===== config.mk =====
export PLATFORM = sky130hd
export DESIGN_NAME = uart_rx_ctrl
export DESIGN_NICKNAME = d
export VERILOG_FILES = /design/src/rtl/uart_rx_ctrl_pkg.sv /design/src/rtl/uart_rx_fifo.sv /design/src/rtl/uart_rx_ctrl.sv
export SDC_FILE = /design/constraint.sdc
export NUM_CORES = 1
export LEC_CHECK = 0
export CORE_MARGIN = 2
export CORE_UTILIZATION = 45
export CTS_CLUSTER_SIZE = 30
export DETAILED_ROUTE_END_ITERATION = 8
export DONT_BUFFER_PORTS = 1
export PLACE_DENSITY = 0.65
export SLEW_MARGIN = 0
export SYNTH_ARGS = -nofsm -noshare
export SYNTH_HDL_FRONTEND = slang
export SYNTH_SLANG_ARGS = --single-unit

===== constraint.sdc =====
create_clock -name CLK -period 11.15 [get_ports CLK]
set_input_delay 2.23 -clock CLK [delete_from_list [all_inputs] [get_ports CLK]]
set_output_delay 2.23 -clock CLK [all_outputs]
set_load 0.02 [all_outputs]

===== src/rtl/uart_rx_ctrl_pkg.sv =====
// Shared types and constants for the UART RX controller.
package uart_rx_ctrl_pkg;

   typedef enum logic {
      IDLE = 1'b0,
      BUSY = 1'b1
   } state_t;

   localparam int unsigned PRESCALE_W     = 5;
   localparam int unsigned TIMER_W        = 10;
   localparam int unsigned DATA_W         = 8;
   localparam int unsigned FRAME_LEN_BASE = 10;

   // An oversampling factor of 32 does not fit the 5-bit field and wraps to 0.
   localparam logic [PRESCALE_W-1:0] PRESCALE_8  = 5'd8;
   localparam logic [PRESCALE_W-1:0] PRESCALE_16 = 5'd16;
   localparam logic [PRESCALE_W-1:0] PRESCALE_32 = 5'd0;

   // True for the three supported oversampling factors.
   function automatic logic prescale_legal(input logic [PRESCALE_W-1:0] p);
      return (p == PRESCALE_8) || (p == PRESCALE_16) || (p == PRESCALE_32);
   endfunction

   // Decoded oversampling factor (restores 32 from its wrapped encoding).
   function automatic logic [TIMER_W-1:0] prescale_factor(input logic [PRESCALE_W-1:0] p);
      return (p == PRESCALE_32) ? TIMER_W'(32) : TIMER_W'(p);
   endfunction

   // Frame timeout: frame_len * prescale + prescale/2 - 1.
   function automatic logic [TIMER_W-1:0] frame_timeout(input logic                  par_en,
                                                        input logic [PRESCALE_W-1:0] p);
      logic [TIMER_W-1:0] len;
      logic [TIMER_W-1:0] f;
      len = TIMER_W'(FRAME_LEN_BASE) + TIMER_W'(par_en);
      f   = prescale_factor(p);
      return (len * f) + (f >> 1) - TIMER_W'(1);
   endfunction

endpackage


===== src/rtl/uart_rx_fifo.sv =====
// Synchronous FIFO with registered ready/valid head and a push-dropped flag.
module uart_rx_fifo #(
   parameter int unsigned DEPTH = 4,
   parameter int unsigned WIDTH = 8
) (
   input  logic             clk,
   input  logic             rst,
   input  logic             push,
   input  logic [WIDTH-1:0] push_data,
   input  logic             pop_ready,
   output logic [WIDTH-1:0] out_data,
   output logic             out_valid,
   output logic             drop_c
);

   localparam int unsigned AW = $clog2(DEPTH);
   localparam int unsigned PW = AW + 1;

   logic [WIDTH-1:0] mem [DEPTH];
   logic [PW-1:0]    wr_ptr;
   logic [PW-1:0]    rd_ptr;
   logic [PW-1:0]    wr_nxt;
   logic [PW-1:0]    rd_nxt;
   logic [WIDTH-1:0] head_nxt;
   logic             full;
   logic             do_push;
   logic             do_pop;

   // Push/pop qualification and next-cycle head selection.
   always_comb begin
      full     = (wr_ptr - rd_ptr) == PW'(DEPTH);
      do_pop   = out_valid && pop_ready;
      do_push  = push && (!full || do_pop);
      drop_c   = push && full && !do_pop;
      wr_nxt   = do_push ? wr_ptr + PW'(1) : wr_ptr;
      rd_nxt   = do_pop  ? rd_ptr + PW'(1) : rd_ptr;
      // A byte written into the slot that becomes the head is not in mem yet.
      head_nxt = (do_push && (wr_ptr[AW-1:0] == rd_nxt[AW-1:0])) ? push_data
                                                                 : mem[rd_nxt[AW-1:0]];
   end

   // Storage array.
   always_ff @(posedge clk) begin
      if (do_push) begin
         mem[wr_ptr[AW-1:0]] <= push_data;
      end
   end

   // Pointers and registered head outputs.
   always_ff @(posedge clk or posedge rst) begin
      if (rst) begin
         wr_ptr    <= '0;
         rd_ptr    <= '0;
         out_valid <= 1'b0;
         out_data  <= '0;
      end else begin
         wr_ptr    <= wr_nxt;
         rd_ptr    <= rd_nxt;
         out_valid <= (wr_nxt != rd_nxt);
         out_data  <= head_nxt;
      end
   end

endmodule


===== src/rtl/uart_rx_ctrl.sv =====
// UART RX controller: frame tracking, between-frame config apply, output FIFO.
module uart_rx_ctrl
   import uart_rx_ctrl_pkg::*;
#(
   parameter int unsigned FIFO_DEPTH   = 4,
   parameter int unsigned DEF_PRESCALE = 8,
   parameter int unsigned ERR_CNT_W    = 8
) (
   input  logic                  CLK,
   input  logic                  RST,
   input  logic                  cfg_wr,
   input  logic                  cfg_par_en,
   input  logic                  cfg_par_typ,
   input  logic [PRESCALE_W-1:0] cfg_prescale,
   output logic                  cfg_err,
   output logic                  cfg_pend,
   input  logic                  RX_IN,
   input  logic [DATA_W-1:0]     rx_p_data,
   input  logic                  rx_data_valid,
   output logic                  PAR_EN,
   output logic                  PAR_TYP,
   output logic [PRESCALE_W-1:0] Prescale,
   output logic                  busy,
   output logic [DATA_W-1:0]     out_data,
   output logic                  out_valid,
   input  logic                  out_ready,
   output logic                  ovf,
   input  logic                  ovf_clr,
   output logic [ERR_CNT_W-1:0]  err_cnt
);

   state_t                  state;
   logic [TIMER_W-1:0]      timer;
   logic                    rx_meta;
   logic                    rx_s;
   logic                    rx_s_prev;
   logic                    start_edge;
   logic                    sh_par_en;
   logic                    sh_par_typ;
   logic [PRESCALE_W-1:0]   sh_prescale;
   logic                    cfg_ok;
   logic                    fifo_drop;

   assign start_edge = rx_s_prev && !rx_s;
   assign cfg_ok     = cfg_wr && prescale_legal(cfg_prescale);

   // Two-flop synchronizer plus edge history; idle line is high.
   always_ff @(posedge CLK or posedge RST) begin
      if (RST) begin
         rx_meta   <= 1'b1;
         rx_s      <= 1'b1;
         rx_s_prev <= 1'b1;
      end else begin
         rx_meta   <= RX_IN;
         rx_s      <= rx_meta;
         rx_s_prev <= rx_s;
      end
   end

   // Frame FSM, timeout counter, config shadow and between-frame apply.
   always_ff @(posedge CLK or posedge RST) begin
      if (RST) begin
         state       <= IDLE;
         busy        <= 1'b0;
         timer       <= '0;
         err_cnt     <= '0;
         cfg_err     <= 1'b0;
         cfg_pend    <= 1'b0;
         sh_par_en   <= 1'b0;
         sh_par_typ  <= 1'b0;
         sh_prescale <= PRESCALE_W'(DEF_PRESCALE);
         PAR_EN      <= 1'b0;
         PAR_TYP     <= 1'b0;
         Prescale    <= PRESCALE_W'(DEF_PRESCALE);
      end else begin
         cfg_err <= cfg_wr && !prescale_legal(cfg_prescale);

         case (state)
            IDLE: begin
               if (start_edge) begin
                  state <= BUSY;
                  busy  <= 1'b1;
                  timer <= frame_timeout(PAR_EN, Prescale);
               end else if (cfg_pend) begin
                  PAR_EN   <= sh_par_en;
                  PAR_TYP  <= sh_par_typ;
                  Prescale <= sh_prescale;
                  cfg_pend <= 1'b0;
               end
            end
            BUSY: begin
               if (rx_data_valid) begin
                  state <= IDLE;
                  busy  <= 1'b0;
               end else if (timer == '0) begin
                  state <= IDLE;
                  busy  <= 1'b0;
                  if (err_cnt != {ERR_CNT_W{1'b1}}) begin
                     err_cnt <= err_cnt + ERR_CNT_W'(1);
                  end
               end else begin
                  timer <= timer - TIMER_W'(1);
               end
            end
         endcase

         // A new legal write always re-pends, overriding a same-cycle apply.
         if (cfg_ok) begin
            sh_par_en   <= cfg_par_en;
            sh_par_typ  <= cfg_par_typ;
            sh_prescale <= cfg_prescale;
            cfg_pend    <= 1'b1;
         end
      end
   end

   // Sticky overflow flag; a same-cycle drop wins over clear.
   always_ff @(posedge CLK or posedge RST) begin
      if (RST) begin
         ovf <= 1'b0;
      end else if (fifo_drop) begin
         ovf <= 1'b1;
      end else if (ovf_clr) begin
         ovf <= 1'b0;
      end
   end

   uart_rx_fifo #(
      .DEPTH (FIFO_DEPTH),
      .WIDTH (DATA_W)
   ) u_fifo (
      .clk       (CLK),
      .rst       (RST),
      .push      (rx_data_valid),
      .push_data (rx_p_data),
      .pop_ready (out_ready),
      .out_data  (out_data),
      .out_valid (out_valid),
      .drop_c    (fifo_drop)
   );

endmodule


* Word-level counts from Yosys, hierarchy flattened *
Memories as Yosys holds them, arrays and structs flattened. A register that Yosys moved wholly into a read port is not among the register bits.
Cells that the tools add are included.

cells by class
  mux-type cells = 22
  bitwise operators = 3
  add/sub/neg operators = 8
  eq/ne operators = 11
  multipliers = 1
  reductions and logical operators = 23

operators by type and width
  cell                                                                     count
  10-bit 2-to-1 mux                                                        3
  10-bit one-hot mux with 2 select lines                                   1
  10-bit by 1-bit subtractor with 10-bit output, second input constant     2
  1-bit 2-to-1 mux                                                         13
  10-bit by 5-bit adder with 10-bit output                                 1
  10-bit zero test                                                         1
  5-bit zero test                                                          2
  5-bit by 6-bit multiplier with 10-bit output                             1
  8-bit by 1-bit adder with 8-bit output, second input constant            1
  8-bit inequality test, second input constant                             1
  1-bit logical AND                                                        7
  3-bit by 1-bit adder with 3-bit output, second input constant            2
  3-bit 2-to-1 mux                                                         2
  6-bit 2-to-1 mux                                                         1
  2-bit inequality test, second input constant                             3
  3-bit AND reduction                                                      2
  4-bit by 1-bit adder with 5-bit output, first input constant             1
  5-bit by 4-bit equality test with 1-bit output, second input constant    1
  5-bit equality test, second input constant                               1
  1-bit zero test                                                          4
  2-bit by 1-bit inequality test with 1-bit output, second input constant  2
  1-bit one-hot mux with 2 select lines                                    2
  2-bit AND reduction                                                      2
  4-bit AND reduction                                                      1
  other kinds (7)                                                          11

word-level totals
  register bits = 47
  bits of input ports = 22
  RAM bits = 32
  memories = 1
  word-level logic and storage cells = 88

memories
  name        words  bits a word  rd ports  clocked after memory_dff  write ports  RTL line            RTL
  u_fifo.mem  4      8            1         1                         1            uart_rx_fifo.sv:19  logic [WIDTH-1:0] mem [DEPTH];

* Longest topological paths before layout *
  depth in word-level cells = 7
  mapped depth = 14

* By module *
Synthesis repeated with hierarchy kept, for this count alone.

second synthesis, totals
  cells, all modules = 391
  area, all modules = 4916.0 µm²

by module, submodules not included
  module        instances  area each (µm²)  cells an instance  sequential area each (µm²)
  uart_rx_ctrl  1          2638.8           262                1007.2
  uart_rx_fifo  1          2277.2           129                1336.3

* Worst setup path before layout *
Ideal clock, no wire load.

  path type = input to register
  start point = in out_ready
  end point = reg u_fifo.out_data[0], read port of u_fifo.mem
  stages = 6
  arrival = 3.677 ns
  path slack = 7.348 ns
  cells stage by stage = nand2_2 mux2i_1 buf_2 xnor2_1 nor3b_4 mux2_2

on the way
  longest elaborated chain between the ends = 2

ends and longest elaborated chain
  element             RTL line            RTL
  start: declaration  uart_rx_ctrl.sv:26  input logic out_ready,
  1-bit logical AND   uart_rx_fifo.sv:32  do_pop = out_valid && pop_ready;
  3-bit 2-to-1 mux    uart_rx_fifo.sv:36  rd_nxt = do_pop ? rd_ptr + PW'(1) : rd_ptr;
  end: declaration    uart_rx_fifo.sv:11  output logic [WIDTH-1:0] out_data,

No other way between the ends.
A chain may end at the register's enable or synchronous reset.

* Final worst setup path *
  start point = reg PAR_EN
  end point = reg timer[8]

on the way
  longest elaborated chain between the ends = 6

ends and longest elaborated chain
  element                                        RTL line                RTL
  start: declaration                             uart_rx_ctrl.sv:20      output logic PAR_EN,
  start signal: assignment                       uart_rx_ctrl.sv:85      PAR_EN <= sh_par_en;
  4-bit by 1-bit adder with 5-bit output         uart_rx_ctrl_pkg.sv:34  len = TIMER_W'(FRAME_LEN_BASE) + TIMER_W'(par_en);
  5-bit by 6-bit multiplier with 10-bit output   uart_rx_ctrl_pkg.sv:36  return (len * f) + (f >> 1) - TIMER_W'(1);
  10-bit by 5-bit adder with 10-bit output       uart_rx_ctrl_pkg.sv:36
  10-bit by 1-bit subtractor with 10-bit output  uart_rx_ctrl_pkg.sv:36
  10-bit 2-to-1 mux                              uart_rx_ctrl.sv:80      if (start_edge) begin
  10-bit one-hot mux with 2 select lines         uart_rx_ctrl.sv:78      case (state)
  end signal: assignment                         uart_rx_ctrl.sv:83      timer <= frame_timeout(PAR_EN, Prescale);
  end signal: assignment                         uart_rx_ctrl.sv:102     timer <= timer - TIMER_W'(1);
  end: declaration                               uart_rx_ctrl.sv:33      logic [TIMER_W-1:0] timer;

No other way between the ends. The select of a mux whose other input is x is not followed.

==> out/summary.txt <==
WL/cell: 16.1 um
Synth warn: 0
Vias in the first global route: 2859
Core Region: 10300 sq um
Initial Util: 0.463
Hold/Removal Path Class: reg -> reg
Row cnt: 37
Via density: 5.36
CP endpoint kind: flip-flop
DRC Markers: 0
Number of enable flip-flop cells after synthesis: 32
Htree depth: 3
Die span in y: 107 um
Setup Fix Bufs, Post-CTS: 0
Slew @ Worst Pin: 0.749 ns
Startpoint types: flip-flop
Fin Setup TNS: 0 ns
Adder-cell share of the synthesized area: 0.126
Layout cell share with drive strength beyond 1: 0.122
Die area: 11400 sq um
Maximum capacitance violations: 0
CTS max path bufs: 2
Ys async rst share: 0.632
RSZ-0062 raised after global routing: false
Ports: 50
Synth Area in Compound Gates: 0.0883
Net count after synthesis: 461
Final hold violations: 0
Crit path required time: 11.41 ns
Share of the synthesized area in the top cell type: 0.263
Seq/Total Area, Yosys: 0.492
Fmax: 0.245 GHz
Slowest cell on the critical path: dfrtp_1
Setup Skew: 0.0119 ns
Total Wirelength: 8660 um
GPL Wtd Cong: 0.807
Worst hold slack: 0.359 ns
N_diodes: 0
Design Area, Final: 5100 sq um
Power Dens Cells: 298 nW/um^2
Number of synthesized register bits: 87
Die width: 107 um
CP Cell Sequence: inv_1, nor2_1, ha_1, fa_1, fa_1, inv_1, fa_1, inv_1, ha_1, a2111oi_0, a211oi_1, xnor2_1, a221oi_1
Worst reg2reg setup slack: 7.07 ns
Final setup fails: 0
Pin count of the biggest net entering global routing: 56
Outcome: finished clean
Pins Over Slew Limit: 0
Mapped Area: 4760 sq um
First-pass GRT wire length: 14500 um
CP peak stage delay: 0.55 ns
Clk_lat worst skew: 0.36 ns
Clock period minus worst slack: 4.08 ns
DR pass1 iterations: 4
Crit path max-delay family: adder cells
Largest family of logic cells by synthesized area: adder cells
Via count: 2890
Static Leak: 2.18 nW
TritonCTS clock tree: yes
Initial drt markers: 166
Initial antenna violation count: 0
Number of port buffers: 0
# nets final: 462
CTS Buf Count: 9
Hold_buf cts: 0
Multiplexer area fraction after synthesis: 0.0920
Synth Instances: 397
Area grow syn2layout: 7.07%
Remaining global-route overflow: 0
Crit Path Class: reg -> reg
Ys flop type: dfrtp_1
Gr usage total: 0.163
Post-CTS sizing: 0
WP data arrival: 4.34 ns
Synth Area in XOR/XNOR: 0.0618
CP max FO: 6
Crit share post-route: 0.366
Clock transition at path regs: 0.09 ns
Slew headroom: 0.500
Clk sinks: 87
Yosys cell types: 54
Buf/Inv on CP: 3
VDD IR max: 0.207 mV
CTS root buf: clkbuf_8
Area leader, netlist: dfrtp_1
Syn Area/Cell: 12.0 sq um
Dpl cell area: 4900 sq um
Top cells by area, synth: dfrtp_1 26%, edfxtp_1 20%, ha_1 8.4%
Post-DP HPWL: 6270 um
Post-DRT Antenna Nets: 0
Simple-gate share of the synthesized area: 0.102
## cells by family (layout without fill, tap and decap cells)
family,Yosys count,after routing
adders and majority gates,42,42
and+or+nand+nor,90,90
xor gates and xnor gates,29,29
muxes,42,42
buffers and inverters,46,52
AOI/OAI and AO/OA,60,60
other,1,1
DFF,87,87
## stage by stage
stage	std cells	setup slack, ns	power (mW)	util
6_report	539	7.07	1.52	0.496
5_1_grt	539	6.79	1.65	0.496
4_1_cts	539	7.04	1.54	0.496
3_5_place_dp	523	6.81	1.31	0.477
3_3_place_gp	523	6.86	1.29	0.477
2_1_floorplan	397	7.35	1.15	-
## cell usage after synthesis (all sizes together), types with 6 or more instances
master,number
dfrtp,50
nor3,6
mux2,14
nor2,12
nand2,28
xnor2,19
inv,32
xor2,9
and2,7
o21ai,20
nand4,6
mux2i,28
clkbuf,11
ha,32
a21oi,7
fa,10
edfxtp,32
## layer usage
layer  up-vias  GRT usage  part of all wire
met2        41      0.267              0.49
met3        13     0.0462             0.043
li1       1405          -                 -
met1      1431      0.212              0.45
met5         -          0                 0
met4         0     0.0492             0.016
## flip-flops by register name, summed over array words and instances (netlist names)
signal	flops
sh_par_typ	1
cfg_err	1
PAR_TYP	1
rx_s_prev	1
sh_par_en	1
PAR_EN	1
cfg_pend	1
state	1
u_fifo.mem	32
busy	1
sh_prescale	5
err_cnt	8
u_fifo.wr_ptr	3
rx_meta	1
timer	10
u_fifo.out_valid	1
u_fifo.out_data	8
Prescale	5
u_fifo.rd_ptr	3
rx_s	1
ovf	1
## final timing paths
| check | from | end | cells after the start |
|---|---|---|---|
| worst min register to register | rx_meta | rx_s | 0 |
| worst min-delay path | rx_meta | rx_s | 0 |
| max in group asynchronous | RST | err_cnt[4] | 2 |
| worst max-delay path | PAR_EN | timer[8] | 13 |
| worst max register to register | PAR_EN | timer[8] | 13 |
| min in group asynchronous | RST | u_fifo.out_data[5] | 2 |
## cell type report
| class | instances | area, sq um |
|---|---|---|
| Fill cell | 901 | 5180 |
| Sequential cell | 87 | 2340 |
| Multi-Input combinational cell | 264 | 2240 |
| Tap cell | 136 | 170 |
| Clock buffer | 9 | 124 |
| Inverter | 33 | 124 |
| Clock inverter | 7 | 71.3 |
| Timing Repair Buffer | 3 | 22.5 |
## where the power goes
group	internal, mW	total [mW]	leakage (nW)	switching [mW]
Combinational	0.367	0.778	1.12	0.411
Sequential	0.422	0.521	0.967	0.0989
Clock	0.104	0.219	0.0937	0.115
## cell usage in the layout (no fill, tap or decap), types with 4 or more instances in the layout
master / synthesis / routed
a21oi_1: 7 / 7
inv_1: 32 / 31
nor2b_1: 4 / 4
nand2_1: 27 / 27
nor3b_1: 4 / 4
dfstp_2: 5 / 5
xor2_1: 7 / 7
and2_2: 4 / 4
nand4_1: 6 / 6
ha_1: 32 / 32
clkbuf_8: 0 / 9
nand2b_1: 5 / 5
fa_1: 10 / 10
a21o_1: 4 / 4
a31oi_1: 4 / 4
nor2_1: 12 / 12
mux2_2: 14 / 14
o21ai_0: 20 / 20
nor3_1: 6 / 6
mux2i_1: 28 / 28
nand3_1: 4 / 4
xnor2_1: 19 / 19
dfrtp_1: 50 / 50
o211ai_1: 5 / 5
edfxtp_1: 32 / 32
Note: power is estimated with default switching activity, not from simulation.
